**config.mk**
```make
export PLATFORM = sky130hd
export DESIGN_NAME = clint
export DESIGN_NICKNAME = d
export VERILOG_FILES = /design/src/rtl/clint.sv
export SDC_FILE = /design/constraint.sdc
export NUM_CORES = 1
export LEC_CHECK = 0
export CAP_MARGIN = 20
export CORE_MARGIN = 2
export CORE_UTILIZATION = 49
export DETAILED_ROUTE_END_ITERATION = 16
export MAX_ROUTING_LAYER = met4
export PLACE_DENSITY = 0.79
export REMOVE_ABC_BUFFERS = 1
export SLEW_MARGIN = 20
export SYNTH_ARGS = -nofsm -noshare
export SYNTH_HDL_FRONTEND = slang
export SYNTH_SLANG_ARGS = --single-unit
```
**constraint.sdc**
```tcl
create_clock -name clock -period 2.1 [get_ports clock]
set_input_delay 0.21 -clock clock [delete_from_list [all_inputs] [get_ports clock]]
set_output_delay 0.21 -clock clock [all_outputs]
set_load 0.005 [all_outputs]
```
**src/rtl/clint.sv**
```systemverilog
// Core-local interruptor: 64-bit mtime/mtimecmp timer, msip bit, single-beat register port.
// Define CLINT_MTIME_WRITE_EN to make mtime writable; by default mtime is read-only.
module clint #(
   parameter logic [31:0] clint_base     = 32'h0200_0000,
   parameter int unsigned clint_prescale = 1
) (
   input  logic        clock,
   input  logic        reset,
   input  logic        memory_valid,
   input  logic        memory_instr,
   input  logic [31:0] memory_addr,
   input  logic [31:0] memory_wdata,
   input  logic [3:0]  memory_wstrb,
   output logic [31:0] memory_rdata,
   output logic        memory_error,
   output logic        memory_ready,
   output logic        mtip,
   output logic        msip,
   output logic [63:0] mtime
);

   typedef enum logic {
      IDLE = 1'b0,
      RESP = 1'b1
   } state_t;

`ifdef CLINT_MTIME_WRITE_EN
   localparam bit mtime_writable = 1'b1;
`else
   localparam bit mtime_writable = 1'b0;
`endif

   localparam logic [15:0] presc_last = 16'(clint_prescale - 1);

   state_t      state, state_next;
   logic [15:0] presc;
   logic        tick;
   logic [63:0] mtimecmp;
   logic [63:0] mtime_next;
   logic [15:0] offset;
   logic        access;
   logic        sel_msip, sel_cmp_lo, sel_cmp_hi, sel_time_lo, sel_time_hi;
   logic        is_write, access_error;
   logic [31:0] read_data;
   logic        we_msip, we_cmp_lo, we_cmp_hi, we_time_lo, we_time_hi;
   logic        unused;

   function automatic logic [31:0] merge_bytes(input logic [31:0] old_word,
                                               input logic [31:0] new_word,
                                               input logic [3:0]  strb);
      logic [31:0] merged;
      merged = old_word;
      for (int i = 0; i < 4; i++)
         if (strb[i]) merged[8*i +: 8] = new_word[8*i +: 8];
      return merged;
   endfunction

   // The window is 64 KiB aligned, so only the low half of the address is decoded.
   assign offset = memory_addr[15:0] - clint_base[15:0];
   assign unused = &{1'b0, memory_addr[31:16]};
   assign tick   = (presc == presc_last);

   always_ff @(posedge clock) begin
      if (reset) state <= IDLE;
      else       state <= state_next;
   end

   // NOTE: every signal written here gets a default first so no latch is inferred.
   always_comb begin
      state_next   = state;
      access       = 1'b0;
      memory_ready = 1'b0;
      case (state)
         IDLE: begin
            if (memory_valid) begin
               access     = 1'b1;
               state_next = RESP;
            end
         end
         RESP: begin
            // A still-asserted valid here is the request being answered, not a new one.
            memory_ready = 1'b1;
            state_next   = IDLE;
         end
         default: state_next = IDLE;
      endcase
   end

   always_comb begin
      sel_msip    = (offset == 16'h0000);
      sel_cmp_lo  = (offset == 16'h4000);
      sel_cmp_hi  = (offset == 16'h4004);
      sel_time_lo = (offset == 16'hBFF8);
      sel_time_hi = (offset == 16'hBFFC);
      is_write    = |memory_wstrb;

      access_error = memory_instr
                   | (memory_addr[1:0] != 2'b00)
                   | !(sel_msip | sel_cmp_lo | sel_cmp_hi | sel_time_lo | sel_time_hi)
                   | (!mtime_writable & is_write & (sel_time_lo | sel_time_hi));

      read_data = '0;
      if (!access_error) begin
         if (sel_msip)    read_data = {31'd0, msip};
         if (sel_cmp_lo)  read_data = mtimecmp[31:0];
         if (sel_cmp_hi)  read_data = mtimecmp[63:32];
         if (sel_time_lo) read_data = mtime[31:0];
         if (sel_time_hi) read_data = mtime[63:32];
      end

      we_msip    = access & !access_error & is_write & sel_msip & memory_wstrb[0];
      we_cmp_lo  = access & !access_error & is_write & sel_cmp_lo;
      we_cmp_hi  = access & !access_error & is_write & sel_cmp_hi;
      we_time_lo = access & !access_error & is_write & sel_time_lo;
      we_time_hi = access & !access_error & is_write & sel_time_hi;

      // A software write to either mtime word wins over the tick for the whole register.
      mtime_next = mtime;
      if (we_time_lo | we_time_hi) begin
         if (we_time_lo) mtime_next[31:0]  = merge_bytes(mtime[31:0],  memory_wdata, memory_wstrb);
         if (we_time_hi) mtime_next[63:32] = merge_bytes(mtime[63:32], memory_wdata, memory_wstrb);
      end else if (tick) begin
         mtime_next = mtime + 64'd1;
      end
   end

   // NOTE: sequential state uses non-blocking assignments so every register sees pre-edge values.
   always_ff @(posedge clock) begin
      if (reset) begin
         presc        <= '0;
         mtime        <= '0;
         mtimecmp     <= '1;
         msip         <= 1'b0;
         mtip         <= 1'b0;
         memory_rdata <= '0;
         memory_error <= 1'b0;
      end else begin
         presc <= tick ? 16'd0 : presc + 16'd1;
         mtime <= mtime_next;
         if (we_cmp_lo) mtimecmp[31:0]  <= merge_bytes(mtimecmp[31:0],  memory_wdata, memory_wstrb);
         if (we_cmp_hi) mtimecmp[63:32] <= merge_bytes(mtimecmp[63:32], memory_wdata, memory_wstrb);
         if (we_msip)   msip <= memory_wdata[0];
         mtip <= (mtime >= mtimecmp);
         if (access) begin
            memory_rdata <= read_data;
            memory_error <= access_error;
         end
      end
   end

endmodule

```
[Word-level counts from Yosys, hierarchy flattened]
Index checks and enable logic that the tools add are counted.
Operators by class
  mux-type cells: 18
  add/subtract/negate cells: 2
  eq/ne operators: 10
  bitwise gates (word level): 19
  magnitude comparators: 1
  reductions and logical operators: 24
Operator list (number)
  32-bit two-way mux: 7
  64-bit two-way mux: 2
  64-bit by 1-bit adder with 64-bit output, second input constant: 1
  64-bit >= comparator: 1
  16-bit by 15-bit equality test with 1-bit output, second input constant: 2
  16-bit equality test, second input constant: 2
  16-bit zero test: 2
  8-bit two-way mux: 4
  3-bit AND reduction: 8
  16-bit by 1-bit adder with 16-bit output, second input constant: 1
  2-bit AND reduction: 8
  2-bit != test, second input constant: 6
  1-bit AND: 9
  1-bit bitwise OR: 9
  1-bit two-way mux: 4
  2-bit nonzero test: 2
  4-bit OR reduction: 1
  1-bit zero test: 2
  1-bit case mux with 2 select lines: 1
  2-bit OR reduction: 1
  1-bit inverter: 1
Word-level totals
  bits in registers: 180
  logic and storage cells: 96
  output and inout port bits: 100
  input bits: 72

[Longest topological paths before layout]
  word-level depth: 15
  gate-level depth with buffers: 10
  depth with buffers taken out: 8

[Least setup slack after synthesis]
Ideal clock, no wire load.
  kind: reg-to-reg
  from: reg presc[0]
  to: reg mtime[44]
  setup time: 0.070 ns
  path slack: -0.017 ns
  path buffers: 1
  clock period less this slack: 2.117 ns
  cell stages (with the launch flop): 10
  arrival time: 2.046 ns
  data required time: 2.030 ns
  cell sequence: dfxtp_1 inv_1 ha_1 nor4b_1 and4_1 buf_4 and2_1 nand3_1 or4_1 a21oi_1
Between the ends
  cells in the longest elaborated chain, start to end: 3
RTL lines
  from (decl): RTL line 36  | logic [15:0] presc;
  from (signal assigned): RTL line 138  | presc <= tick ? 16'd0 : presc + 16'd1;
  16-bit zero test: RTL line 61  | assign tick = (presc == presc_last);
  2-bit nonzero test (no line)
  3-bit AND reduction (no line)
  to (signal assigned): RTL line 139  | mtime <= mtime_next;
  to (decl): RTL line 19  | output logic [63:0] mtime
No other way between the ends.
A chain may end at the register's enable or synchronous reset.

[Worst setup path in the final report]
  from: reg presc[0]
  to: reg mtime[62]
Same word-level chain as after synthesis.

==> flow_metrics.py <==
metrics = {
    "critical_path": {
        "reg2reg_slack_ns": -0.13,
        "r2r-start": "presc[0]",
        "crit_start": "presc[0]",
        "crit_arrival_ns": 2.55,
        "rr_worst_depth": 9,
        "worstPathMaxFanout": 5,
        "critPathKind": "flip-flop to flip-flop",
        "startpoint_type": "flip-flop",
        "cp.required_ns": 2.42,
        "endpoint_kind": "flip-flop",
        "r2r-end": "mtime[62]",
    },
    "cells_and_area": {
        "insertedDiodeCount": 0,
        "area_growth_pct": 41.5,
        "fin_nets": 1635,
        "fillers": 1487,
        "final_cells": 1779,
        "drive_gt1_share_pct": 19.0,
    },
    "worst_hold_path": {
        "holdPathEnd": "state",
        "holdCritPathClass": "primary input to flip-flop",
        "hp-start": "reset",
        "hold_depth": 2,
    },
    "pwr": {
        "peakVddDrop_uv": 550,
        "p_leak_nw": 6.47,
        "p_per_area_nw_per_um2": 498,
        "p_total_mw": 6.99,
    },
    "timing": {
        "setup-violations-final": 7,
        "clock_skew_ns": 0.00922,
        "worst_pin_slew_ns": 0.506,
        "min_period_ns": 2.23,
        "slew_headroom_pct": 65.9,
        "slew_viol_final": 0,
        "layout_setup_ws_ns": -0.134,
        "hold_viol": 0,
        "rsz0062_at_grt": "true",
        "post-route-period-util_pct": 106,
        "fmax_mhz": 448,
    },
    "synth": {
        "async_flop_share_pct": 0,
        "synth_edf_count": 0,
        "synth_area_leader_cell": "dfxtp_1",
        "ys.flop_type": "dfxtp_1",
        "ys_warn_count": 0,
        "synth_cells": 1212,
        "ys_types": 50,
        "synth-seq-cells": 180,
        "ys_seq_area_share_pct": 36.3,
        "synth_top_area_share_pct": 36.3,
        "synth_area_sq_um": 9920,
        "syn_area_per_cell_sq_um": 8.19,
        "ys_top_cells_by_area": "dfxtp_1 36%, ha_1 8.4%, nand2_1 7.7%",
    },
    "placed_design": {
        "port_buffers": 155,
        "gp_congestion": 0.951,
        "dp.final_hpwl_microns": 23700,
        "dp_cells": 1733,
    },
    "route": {
        "dr.pass1.iters": 6,
        "drcViolationCount": 0,
        "wl_per_cell_microns": 18.9,
        "postRouteAntennaNets": 0,
        "vias": 10569,
        "viasPerCell": 5.94,
        "drt_iter0_markers": 932,
        "routed_wl_microns": 33600,
    },
    "global_route": {
        "antenna_found_initial": 0,
        "grt_overflow": 0,
        "grt_pass1_wl_microns": 50900,
        "grt_usage_pct": 30.4,
        "grt_pass1_vias": 10263,
        "grt_start_max_net_pins": 73,
    },
    "cts": {
        "cts_max_level": 4,
        "hold_buffers": 0,
        "ctsLongestPathBuffers": 2,
        "clk_pin_slew_ns": 0.07,
        "clock_sinks": 180,
        "cts_tree": "yes",
        "clk_latency_ns": 0.45,
        "cts_root_buf": "clkbuf_16",
        "numCtsBuffers": 17,
    },
    "run_status": {
        "status": "finished with violations",
        "violations": "negative setup slack",
    },
    "die": {
        "die_width_microns": 146,
        "die_y_microns": 146,
        "fp.coreArea_sq_um": 20000,
        "die_area_sq_um": 21400,
        "rows": 52,
        "design.portCount": 172,
        "start_util_pct": 49.5,
    },
    "flow_run": {
        "maxCapViolCount": 0,
    },
}
[area by class of cell]
type | instances | area [sq um] | share of cell area, %
Sequential cell | 180 | 3610 | 25.7
Inverter | 79 | 297 | 2.11
Clock buffer | 20 | 447 | 3.18
Timing Repair Buffer | 327 | 3000 | 21.3
Multi-Input combinational cell | 891 | 6220 | 44.3
Clock inverter | 12 | 130 | 0.927
Tap cell | 270 | 338 | 2.41
[stage by stage]
stage	TNS (ns)	setup slack [ns]	instance area [sq um]	utilization (%)	hold slack, ns
6_report	-0.444	-0.134	14000	70.1	0.178
5_1_grt	-1.83	-0.153	14000	70.1	0.181
4_1_cts	-0.118	-0.0522	13600	67.8	0.162
3_5_place_dp	-47.22	-0.524	12800	64.1	0.478
3_3_place_gp	-41.92	-0.458	12800	64.1	0.472
2_1_floorplan	-132.52	-1.54	9650	-	0.279
[where the power goes]
| group | leakage [nW] | internal [mW] | switching [mW] | total, mW |
|---|---|---|---|---|
| Clock | 0.281 | 1.79 | 1.43 | 3.21 |
| Combinational | 4.74 | 0.180 | 0.173 | 0.353 |
| Sequential | 1.45 | 3.42 | 0.00520 | 3.42 |
[logic make-up after synthesis]
logic type	count (synthesis)	share of synthesized area (%)
multiplexers	33	3.33
flip-flops	180	36.3
AND/OR/NAND/NOR	548	28.9
buffers and inverters	141	5.70
adder cells (fa/ha/maj)	67	8.45
XOR/XNOR	60	5.30
AO/OA/AOI/OAI	183	12.0
[state kept, by name, indices dropped and copies added (netlist names)]
register      flops
memory_error      1
memory_rdata     32
msip              1
mtime            64
mtimecmp         64
mtip              1
presc            16
state             1
[layout by cell type (no fill, tap or decap), types with 30 or more instances in the layout]
cell	synthesis	final
a221oi_1	36	35
o21ai_0	59	54
clkdlybuf4s50_1	0	153
nand4_1	32	32
xnor2_1	31	30
buf_4	2	157
nand2_1	203	200
dfxtp_1	180	173
inv_1	79	77
nand3b_1	66	66
mux2i_1	33	33
ha_1	67	66
a211oi_1	35	31
nor2_1	84	84
a21oi_1	38	35
[worst max-delay path, cell delays in order, from the launching register on]
cell and delay [ns]:
dfxtp_2 0.32, inv_2 0.06, ha_4 0.12, nor4b_4 0.17, buf_4 0.15, and4_4 0.28
buf_4 0.16, nand4_1 0.22, nor4_1 0.44, o21ai_0 0.17
[how the worst max path moves through the flow]
| stage | to | cells after the start |
|---|---|---|
| after floorplan | mtimecmp[16] | 6 |
| after global placement | memory_rdata[10] | 8 |
| after detailed placement | memory_rdata[24] | 8 |
| after CTS | mtime[52] | 9 |
| after global routing | mtime[48] | 7 |
| final | mtime[62] | 9 |
[routing by layer]
metal	global-route usage [%]	vias to the layer above	wire (microns)
met2	49.6	547	15900
met3	5.75	143	2940
met5	-	-	0
met1	37.0	5020	13400
li1	-	4859	-
met4	12.7	0	1350
[timing repair]
item,CTS,global route
pin swaps,4,20
buffers inserted,2,12
endpoints found under the setup margin,80,128
resized for setup,38,76
[Yosys cell counts (18+ instances only)]
cell / count
a211oi_1: 35
a21oi_1: 38
a221oi_1: 36
and3_1: 30
clkbuf_1: 41
dfxtp_1: 180
ha_1: 67
inv_1: 79
mux2i_1: 33
nand2_1: 203
nand3_1: 34
nand3b_1: 66
nand4_1: 32
nor2_1: 84
nor4_1: 18
o21ai_0: 59
xnor2_1: 31
xor2_1: 29
Power figures use the tool's default switching activity.
